File: src/rtl/apb_regfile_slave.sv
// -----------------------------------------------------------------------------
// apb_regfile_slave
// APB4 slave in front of a word-addressed register bank. The low RO_BASE
// registers are software read/write and appear on rw_out. The registers from
// RO_BASE up to NUM_REGS-1 are read-only mirrors of ro_in. The slave supports
// a fixed number of wait states, byte strobes and PSLVERR.
//
// Ports
//   PCLK, PRESETn     clock (rising edge), asynchronous active-low reset
//   PSEL, PENABLE     APB select and access-phase qualifier
//   PWRITE, PADDR     transfer direction and byte address
//   PWDATA, PSTRB     write data and byte-lane strobes
//   PREADY            registered; high only in the last access cycle
//   PRDATA, PSLVERR   registered; valid with PREADY, zero otherwise
//   ro_in             packed read-only values, register RO_BASE in the LSBs
//   rw_out            packed read/write register contents, register 0 in the LSBs
// -----------------------------------------------------------------------------
module apb_regfile_slave #(
  parameter int unsigned ADDR_WIDTH  = 8,
  parameter int unsigned DATA_WIDTH  = 32,
  parameter int unsigned NUM_REGS    = 16,
  parameter int unsigned RO_BASE     = 12,
  parameter int unsigned WAIT_CYCLES = 0
) (
  input  logic                                  PCLK,
  input  logic                                  PRESETn,
  input  logic                                  PSEL,
  input  logic                                  PENABLE,
  input  logic                                  PWRITE,
  input  logic [ADDR_WIDTH-1:0]                 PADDR,
  input  logic [DATA_WIDTH-1:0]                 PWDATA,
  input  logic [DATA_WIDTH/8-1:0]               PSTRB,
  output logic                                  PREADY,
  output logic [DATA_WIDTH-1:0]                 PRDATA,
  output logic                                  PSLVERR,
  // One dummy word keeps the port legal when there are no read-only registers
  input  logic [((NUM_REGS > RO_BASE) ? (NUM_REGS - RO_BASE) : 1)*DATA_WIDTH-1:0] ro_in,
  output logic [RO_BASE*DATA_WIDTH-1:0]         rw_out
);

  localparam int unsigned STRB_W = DATA_WIDTH / 8;
  localparam int unsigned OFFS_W = (STRB_W > 1) ? $clog2(STRB_W) : 0;
  localparam int unsigned IDX_W  = ADDR_WIDTH - OFFS_W;
  localparam int unsigned CNT_W  = 4;
  localparam int unsigned RO_CNT = NUM_REGS - RO_BASE;

  typedef enum logic {
    S_IDLE,
    S_ACCESS
  } state_e;

  state_e                 state_q,   state_d;
  logic [CNT_W-1:0]       cnt_q,     cnt_d;
  logic [IDX_W-1:0]       idx_q,     idx_d;
  logic                   wr_q,      wr_d;
  logic [DATA_WIDTH-1:0]  wdata_q,   wdata_d;
  logic [STRB_W-1:0]      strb_q,    strb_d;
  logic                   pready_q,  pready_d;
  logic                   pslverr_q, pslverr_d;
  logic [DATA_WIDTH-1:0]  prdata_q,  prdata_d;
  logic [DATA_WIDTH-1:0]  regs_q [RO_BASE];
  logic [DATA_WIDTH-1:0]  regs_d [RO_BASE];

  logic [IDX_W-1:0]       live_idx;
  logic [IDX_W-1:0]       sel_idx;
  logic                   sel_wr;
  logic                   sel_err;
  logic [DATA_WIDTH-1:0]  rd_word;
  logic                   respond;
  logic                   unused_addr_bits;

  // Byte offset bits inside a word carry no information
  assign live_idx         = PADDR[ADDR_WIDTH-1:OFFS_W];
  assign unused_addr_bits = ^PADDR;

  // With zero wait states the response is built from the live setup-phase
  // inputs, otherwise from the values latched at setup.
  assign sel_idx = (state_q == S_IDLE) ? live_idx : idx_q;
  assign sel_wr  = (state_q == S_IDLE) ? PWRITE   : wr_q;
  assign sel_err = (32'(sel_idx) >= NUM_REGS) ||
                   (sel_wr && (32'(sel_idx) >= RO_BASE));

  // Read mux over the RW bank and the RO mirror
  always_comb begin
    rd_word = '0;
    for (int i = 0; i < int'(RO_BASE); i++) begin
      if (sel_idx == IDX_W'(i)) rd_word = regs_q[i];
    end
    for (int i = 0; i < int'(RO_CNT); i++) begin
      if (sel_idx == IDX_W'(int'(RO_BASE) + i)) rd_word = ro_in[i*DATA_WIDTH +: DATA_WIDTH];
    end
  end

  // Next-state, response and write-commit logic
  always_comb begin
    state_d   = state_q;
    cnt_d     = cnt_q;
    idx_d     = idx_q;
    wr_d      = wr_q;
    wdata_d   = wdata_q;
    strb_d    = strb_q;
    pready_d  = 1'b0;
    pslverr_d = 1'b0;
    prdata_d  = '0;
    regs_d    = regs_q;
    respond   = 1'b0;

    case (state_q)
      S_IDLE: begin
        // A lone PENABLE without a preceding setup cycle is ignored here
        if (PSEL && !PENABLE) begin
          state_d = S_ACCESS;
          cnt_d   = CNT_W'(WAIT_CYCLES);
          idx_d   = live_idx;
          wr_d    = PWRITE;
          wdata_d = PWDATA;
          strb_d  = PSTRB;
          respond = (WAIT_CYCLES == 0);
        end
      end
      S_ACCESS: begin
        if (pready_q) begin
          // Edge closing the PREADY cycle: commit and return to idle
          state_d = S_IDLE;
          cnt_d   = '0;
          if (wr_q && !pslverr_q) begin
            for (int i = 0; i < int'(RO_BASE); i++) begin
              if (idx_q == IDX_W'(i)) begin
                for (int b = 0; b < int'(STRB_W); b++) begin
                  if (strb_q[b]) regs_d[i][b*8 +: 8] = wdata_q[b*8 +: 8];
                end
              end
            end
          end
        end else if (!PSEL) begin
          // Master dropped the transfer during wait states
          state_d = S_IDLE;
          cnt_d   = '0;
        end else begin
          cnt_d   = cnt_q - CNT_W'(1);
          respond = (cnt_q == CNT_W'(1));
        end
      end
      default: state_d = S_IDLE;
    endcase

    if (respond) begin
      pready_d  = 1'b1;
      pslverr_d = sel_err;
      prdata_d  = (!sel_wr && !sel_err) ? rd_word : '0;
    end
  end

  // State and bank registers
  always_ff @(posedge PCLK or negedge PRESETn) begin
    if (!PRESETn) begin
      state_q   <= S_IDLE;
      cnt_q     <= '0;
      idx_q     <= '0;
      wr_q      <= 1'b0;
      wdata_q   <= '0;
      strb_q    <= '0;
      pready_q  <= 1'b0;
      pslverr_q <= 1'b0;
      prdata_q  <= '0;
      for (int i = 0; i < int'(RO_BASE); i++) regs_q[i] <= '0;
    end else begin
      state_q   <= state_d;
      cnt_q     <= cnt_d;
      idx_q     <= idx_d;
      wr_q      <= wr_d;
      wdata_q   <= wdata_d;
      strb_q    <= strb_d;
      pready_q  <= pready_d;
      pslverr_q <= pslverr_d;
      prdata_q  <= prdata_d;
      regs_q    <= regs_d;
    end
  end

  assign PREADY  = pready_q;
  assign PSLVERR = pslverr_q;
  assign PRDATA  = prdata_q;

  // Pack the RW bank, register 0 in the LSBs
  always_comb begin
    rw_out = '0;
    for (int i = 0; i < int'(RO_BASE); i++) begin
      rw_out[i*DATA_WIDTH +: DATA_WIDTH] = regs_q[i];
    end
  end

endmodule

File: config.mk
export PLATFORM = sky130hd
export DESIGN_NAME = apb_regfile_slave
export DESIGN_NICKNAME = d
export VERILOG_FILES = /design/src/rtl/apb_regfile_slave.sv
export SDC_FILE = /design/constraint.sdc
export NUM_CORES = 1
export LEC_CHECK = 0
export ABC_CLOCK_PERIOD_IN_PS = 2200
export BUFFER_PORTS_ARGS = -buffer_cell sky130_fd_sc_hd__buf_2
export CAP_MARGIN = 20
export CELL_PAD_IN_SITES_DETAIL_PLACEMENT = 1
export CELL_PAD_IN_SITES_GLOBAL_PLACEMENT = 1
export CORE_MARGIN = 2
export CORE_UTILIZATION = 38
export DETAILED_ROUTE_END_ITERATION = 6
export PLACE_DENSITY_LB_ADDON = 0.15
export SYNTH_ARGS = -nofsm -noshare
export SYNTH_HDL_FRONTEND = slang
export SYNTH_SLANG_ARGS = --single-unit
File: constraint.sdc
create_clock -name PCLK -period 2.2 [get_ports PCLK]
set_clock_uncertainty 0.15 [all_clocks]
set_input_delay 0.22 -clock PCLK [delete_from_list [all_inputs] [get_ports PCLK]]
set_output_delay 0.22 -clock PCLK [all_outputs]
set_load 0.1 [all_outputs]
=== Word-level counts from Yosys, hierarchy flattened ===
Cells that the tools add are included.

* Register bits: 466
* Word-level logic and storage cells: 182
* Input bits: 177

* Mux-type cells: 33
* $lt $le $gt $ge: 2
* Bitwise operators: 1
* Equal/unequal tests: 28
* Add/subtract/negate cells: 1
* Reductions and logical operators: 60

{| class="wikitable"
|+ Operators with widths
! operator !! count
|-
| 2-to-1 mux 32 bit || 18
|-
| AND reduction 5 bit || 48
|-
| == test 6 x 4 -> 1 bit, second input constant || 12
|-
| == test 6 x 3 -> 1 bit, second input constant || 8
|-
| == test 6 x 2 -> 1 bit, second input constant || 4
|-
| == test 6 x 1 -> 1 bit, second input constant || 2
|-
| logical NOT 6 bit || 2
|-
| 2-to-1 mux 4 bit || 3
|-
| 2-to-1 mux 1 bit || 8
|-
| case mux 4 bit (2 select lines) || 1
|-
| greater-or-equal comparator 6 x 4 -> 1 bit, second input constant || 1
|-
| greater-or-equal comparator 6 x 5 -> 1 bit, second input constant || 1
|-
| 2-to-1 mux 6 bit || 1
|-
| == test 4 x 1 -> 1 bit, second input constant || 1
|-
| logical AND 1 bit || 4
|-
| logical NOT 1 bit || 4
|-
| case mux 1 bit (2 select lines) || 2
|-
| subtractor 4 x 1 -> 4 bit, second input constant || 1
|-
| inequality test 2 x 1 -> 1 bit, second input constant || 1
|-
| AND reduction 2 bit || 1
|-
| logical OR 1 bit || 1
|-
| inverter 1 bit || 1
|}

=== Longest topological paths before layout ===
* Word-level depth: 20
* Depth in mapped cells: 11

=== Worst setup path before layout ===
No wires, ideal clock.

* Path kind: register to register
* Start point: register pready_q, in the netlist PREADY
* End point: register regs_q (netlist bit rw_out[266])
* Arrival: 2.196 ns
* Library setup time: 0.128 ns
* Cell stages (with the launch flop): 7
* Path slack: -0.274 ns
* Cells stage by stage: dfrtp_1 -> and4b_1 -> and2_1 -> clkbuf_1 -> buf_2 -> nand2_1 -> mux2_1

* Cells in the longest elaborated chain, start to end: 1

{| class="wikitable"
|+ RTL lines
! element !! RTL line !! text
|-
| start, declared || 58 || <nowiki>logic pready_q, pready_d;</nowiki>
|-
| start signal, assigned || 174 || <nowiki>pready_q <= pready_d;</nowiki>
|-
| AND reduction 5 bit (no source line) || - ||
|-
| end signal, assigned || 177 || <nowiki>regs_q <= regs_d;</nowiki>
|-
| end, declared || 61 || <nowiki>logic [DATA_WIDTH-1:0] regs_q [RO_BASE];</nowiki>
|}

No other way between the ends.
A chain may end at the register's enable or synchronous reset.

=== Final worst setup path ===
* Start point: register state_q
* End point: register prdata_q[24], in the netlist PRDATA[24]

* Cells in the longest elaborated chain, start to end: 20

{| class="wikitable"
|+ RTL lines
! element !! RTL line !! text
|-
| start, declared || 52 || <nowiki>state_e state_q, state_d;</nowiki>
|-
| start signal, assigned || 168 || <nowiki>state_q <= state_d;</nowiki>
|-
| 2-to-1 mux 6 bit || 78 || <nowiki>assign sel_idx = (state_q == S_IDLE) ? live_idx : idx_q;</nowiki>
|-
| logical NOT 6 bit || 87 || <nowiki>if (sel_idx == IDX_W'(i)) rd_word = regs_q[i];</nowiki>
|-
| 2-to-1 mux 32 bit (12 in a row) || 87 ||
|-
| 2-to-1 mux 32 bit (4 in a row) || 90 || <nowiki>if (sel_idx == IDX_W'(int'(RO_BASE) + i)) rd_word = ro_in[i*DATA_WIDTH +: DATA_WIDTH];</nowiki>
|-
| 2-to-1 mux 32 bit || 150 || <nowiki>prdata_d = (!sel_wr && !sel_err) ? rd_word : '0;</nowiki>
|-
| 2-to-1 mux 32 bit * || 147 || <nowiki>if (respond) begin</nowiki>
|-
| net prdata_d[24] || 60 || <nowiki>logic [DATA_WIDTH-1:0] prdata_q, prdata_d;</nowiki>
|-
| end signal, assigned || 176 || <nowiki>prdata_q <= prdata_d;</nowiki>
|-
| end, declared || 60 ||
|}

Mark *: on every way through the listed nets, which the timed path passes. The rest lies on a longest branch.

==> out/qor.yml <==
outcome: "finished, violations left"
violations: "design-rule violations, negative setup slack"
cts_inserted_buffers: 54
hp-class: "in -> reg"
cp.arrival_ns: 3.03
fin_ws_ns: -0.478
min_period_ns: 2.68
clockRootBuffer: "clkbuf_16"
path_class: "reg -> reg"
htree_num_levels: 2
dpl_cell_area_sq_um: 30800
vias: 24900
place_hpwl_mm: 98.1
power_density_nw_per_um2: 703
period_share_pct: 122
insertion_delay_ns: 0.63
grt_pass1_vias: 25800
synth_seq_area_share_pct: 49.2
dp_worst_setup_slack_ns: -0.759
dp.cells: 3696
critPathMaxFanout: 11
drv_slew: 0
max_freq_ghz: 0.373
drv_cap: 0
nets: 3289
wl_per_cell_um: 34.8
final_common_cell: "buf_2"
die_h_um: 254
cts_buffer_depth: 3
clk_pin_slew_ns: 0.06
drc_errors: 1
antenna_found_initial: 9
wl_mm: 139
ys_async_sr_fraction_pct: 100
initial_core_util_pct: 38.4
crit_path_cell_trace: "buf_8, and3b_1, or2_4, buf_12, a222oi_1, o22ai_1, o21ai_1, a211oi_1"
cp.required_ns: 2.55
cts_sinks: 466
reg2reg_slack_ns: -0.48
leakagePower_nw: 18.0
hold_violations: 0
yosys.cell_types.count: 75
grt_max_degree: 73
ant_nets: 0
setup_viol: 427
synth_flop_cell: "dfrtp_1"
grt_usage_pct: 42.0
endpoint_kind: "register"
synth_edf_count: 0
die_x_um: 254
drt-initial-drc-count: 2494
ys_ff_latch: 466
worst_slew_pin_slew_ns: 0.689
crit_slowest_cell: "a222oi_1"
ios: 595
cts_tree: "built"
num_rows: 91
first_pass_iters: 7
syn_area_sq_um: 23700
coreArea_sq_um: 61700
io_buffers: 592
syn_avg_cell_area_sq_um: 11.3
gp_congestion: 0.967
drive_gt1_share_pct: 54.0
synthCells: 2091
rsz0062_at_grt: "true"
area_growth_pct: 51.2
worstSetupStartpointType: "register"
slew_headroom_pct: 54.1
peakVddDrop_mv: 0.501
final_area_sq_um: 35800
stdcell_count: 3991
syn-num-nets: 2270
vias_per_cell: 6.23
gr-total-overflow: 0
yosys_warnings: 0
die_area_sq_um: 64300
layout_common_cells: "buf_2, dfrtp_1, mux2_2, buf_4, o21ai_0"
grt_pass1_wl_mm: 192
cpPeakStageDelay_ns: 0.61
-- synth_stat cells, types with 25 or more instances --
library cell / instances / area (sq um)
a211oi_1: 43 / 323
a21oi_1: 81 / 405
nor3_1: 45 / 225
mux2_2: 376 / 4230
nor2_1: 95 / 357
dfrtp_1: 466 / 11700
o211ai_1: 48 / 360
a22oi_1: 39 / 293
nand2_1: 133 / 499
o21ai_0: 137 / 686
buf_2: 61 / 305
mux2_1: 53 / 597
a32oi_1: 25 / 219
clkbuf_1: 96 / 360
o22ai_1: 47 / 294
mux2i_1: 25 / 250
-- routing by layer --
layer,vias to the layer above,track usage (%),part of all wire [%]
met4,8,25.1,6.9
met2,1623,67.9,47
li1,9961,-,-
met5,-,0,0.036
met1,12800,52.8,38
met3,447,7.16,8.2
-- cell type report --
type,instances,area (sq um)
fillers,6606,25900
flip-flops and latches,466,11700
well taps,837,1050
multi-input cells,1430,12300
clock buffers,80,1600
clock inverters,14,106
repair buffers,1139,8990
diodes,6,15.0
inverters,19,71.3
-- report_power, final --
group	switching (W)	leakage [nW]	internal, W
Sequential	0.000807	6.40	0.00888
Clock	0.00386	0.838	0.00512
Combinational	0.00410	10.8	0.00242
-- worst paths after layout --
| check | endpoint | start | cells after the start |
|---|---|---|---|
| setup / recovery | PRDATA[24] | state_q | 8 |
| hold / removal | PRDATA[12] | ro_in[76] | 4 |
| setup reg to reg | PRDATA[24] | state_q | 8 |
| hold reg to reg | cnt_q[1] | cnt_q[1] | 2 |
| max in group asynchronous | rw_out[333] | PRESETn | 3 |
| min in group asynchronous | rw_out[161] | PRESETn | 2 |
-- state kept, by name, indices dropped and copies added (netlist names) --
register	flops
wr_q	1
strb_q	4
cnt_q	4
PRDATA	32
wdata_q	32
PSLVERR	1
idx_q	6
rw_out	384
PREADY	1
state_q	1
-- critical path, delay by kind of cell, from the launching register on --
| kind | cells | cell delay, ns |
|---|---|---|
| compound gates | 4 | 1.07 |
| buf+inv | 2 | 0.34 |
| flops | 1 | 0.50 |
| simple gates | 2 | 0.48 |
-- cells by family (layout without fill, tap and decap cells) --
group	Yosys count	count (layout)	share of synthesized area, %
AOI/OAI and AO/OA	584	584	17.0
xor gates and xnor gates	2	2	0.0740
adders and majority gates	2	2	0.106
buffers and inverters	196	1252	3.71
DFF	466	466	49.2
muxes	459	459	21.9
other	0	6	0
and+or+nand+nor	382	383	7.88
-- what timing repair did --
action	CTS	global route
resized for setup	208	136
hold buffers	116	0
hold endpoints to repair	545	0
endpoints found under the setup margin	432	416
cloned	8	2
pin swaps	67	40
setup buffers	64	22
-- metrics by stage --
stage	utilization, %	TNS (ns)	hold WS (ns)	power, W
after floorplan	-	-0.0941	-0.226	0.0123
after global placement	49.9	-120.55	0.0505	0.0149
after detailed placement	49.9	-137.20	0.0518	0.0150
after CTS	56.9	-26.06	0.000124	0.0247
after global routing	58.0	-73.05	0.0283	0.0257
final	58.0	-61.08	0.00202	0.0252
Power figures use the tool's default switching activity.
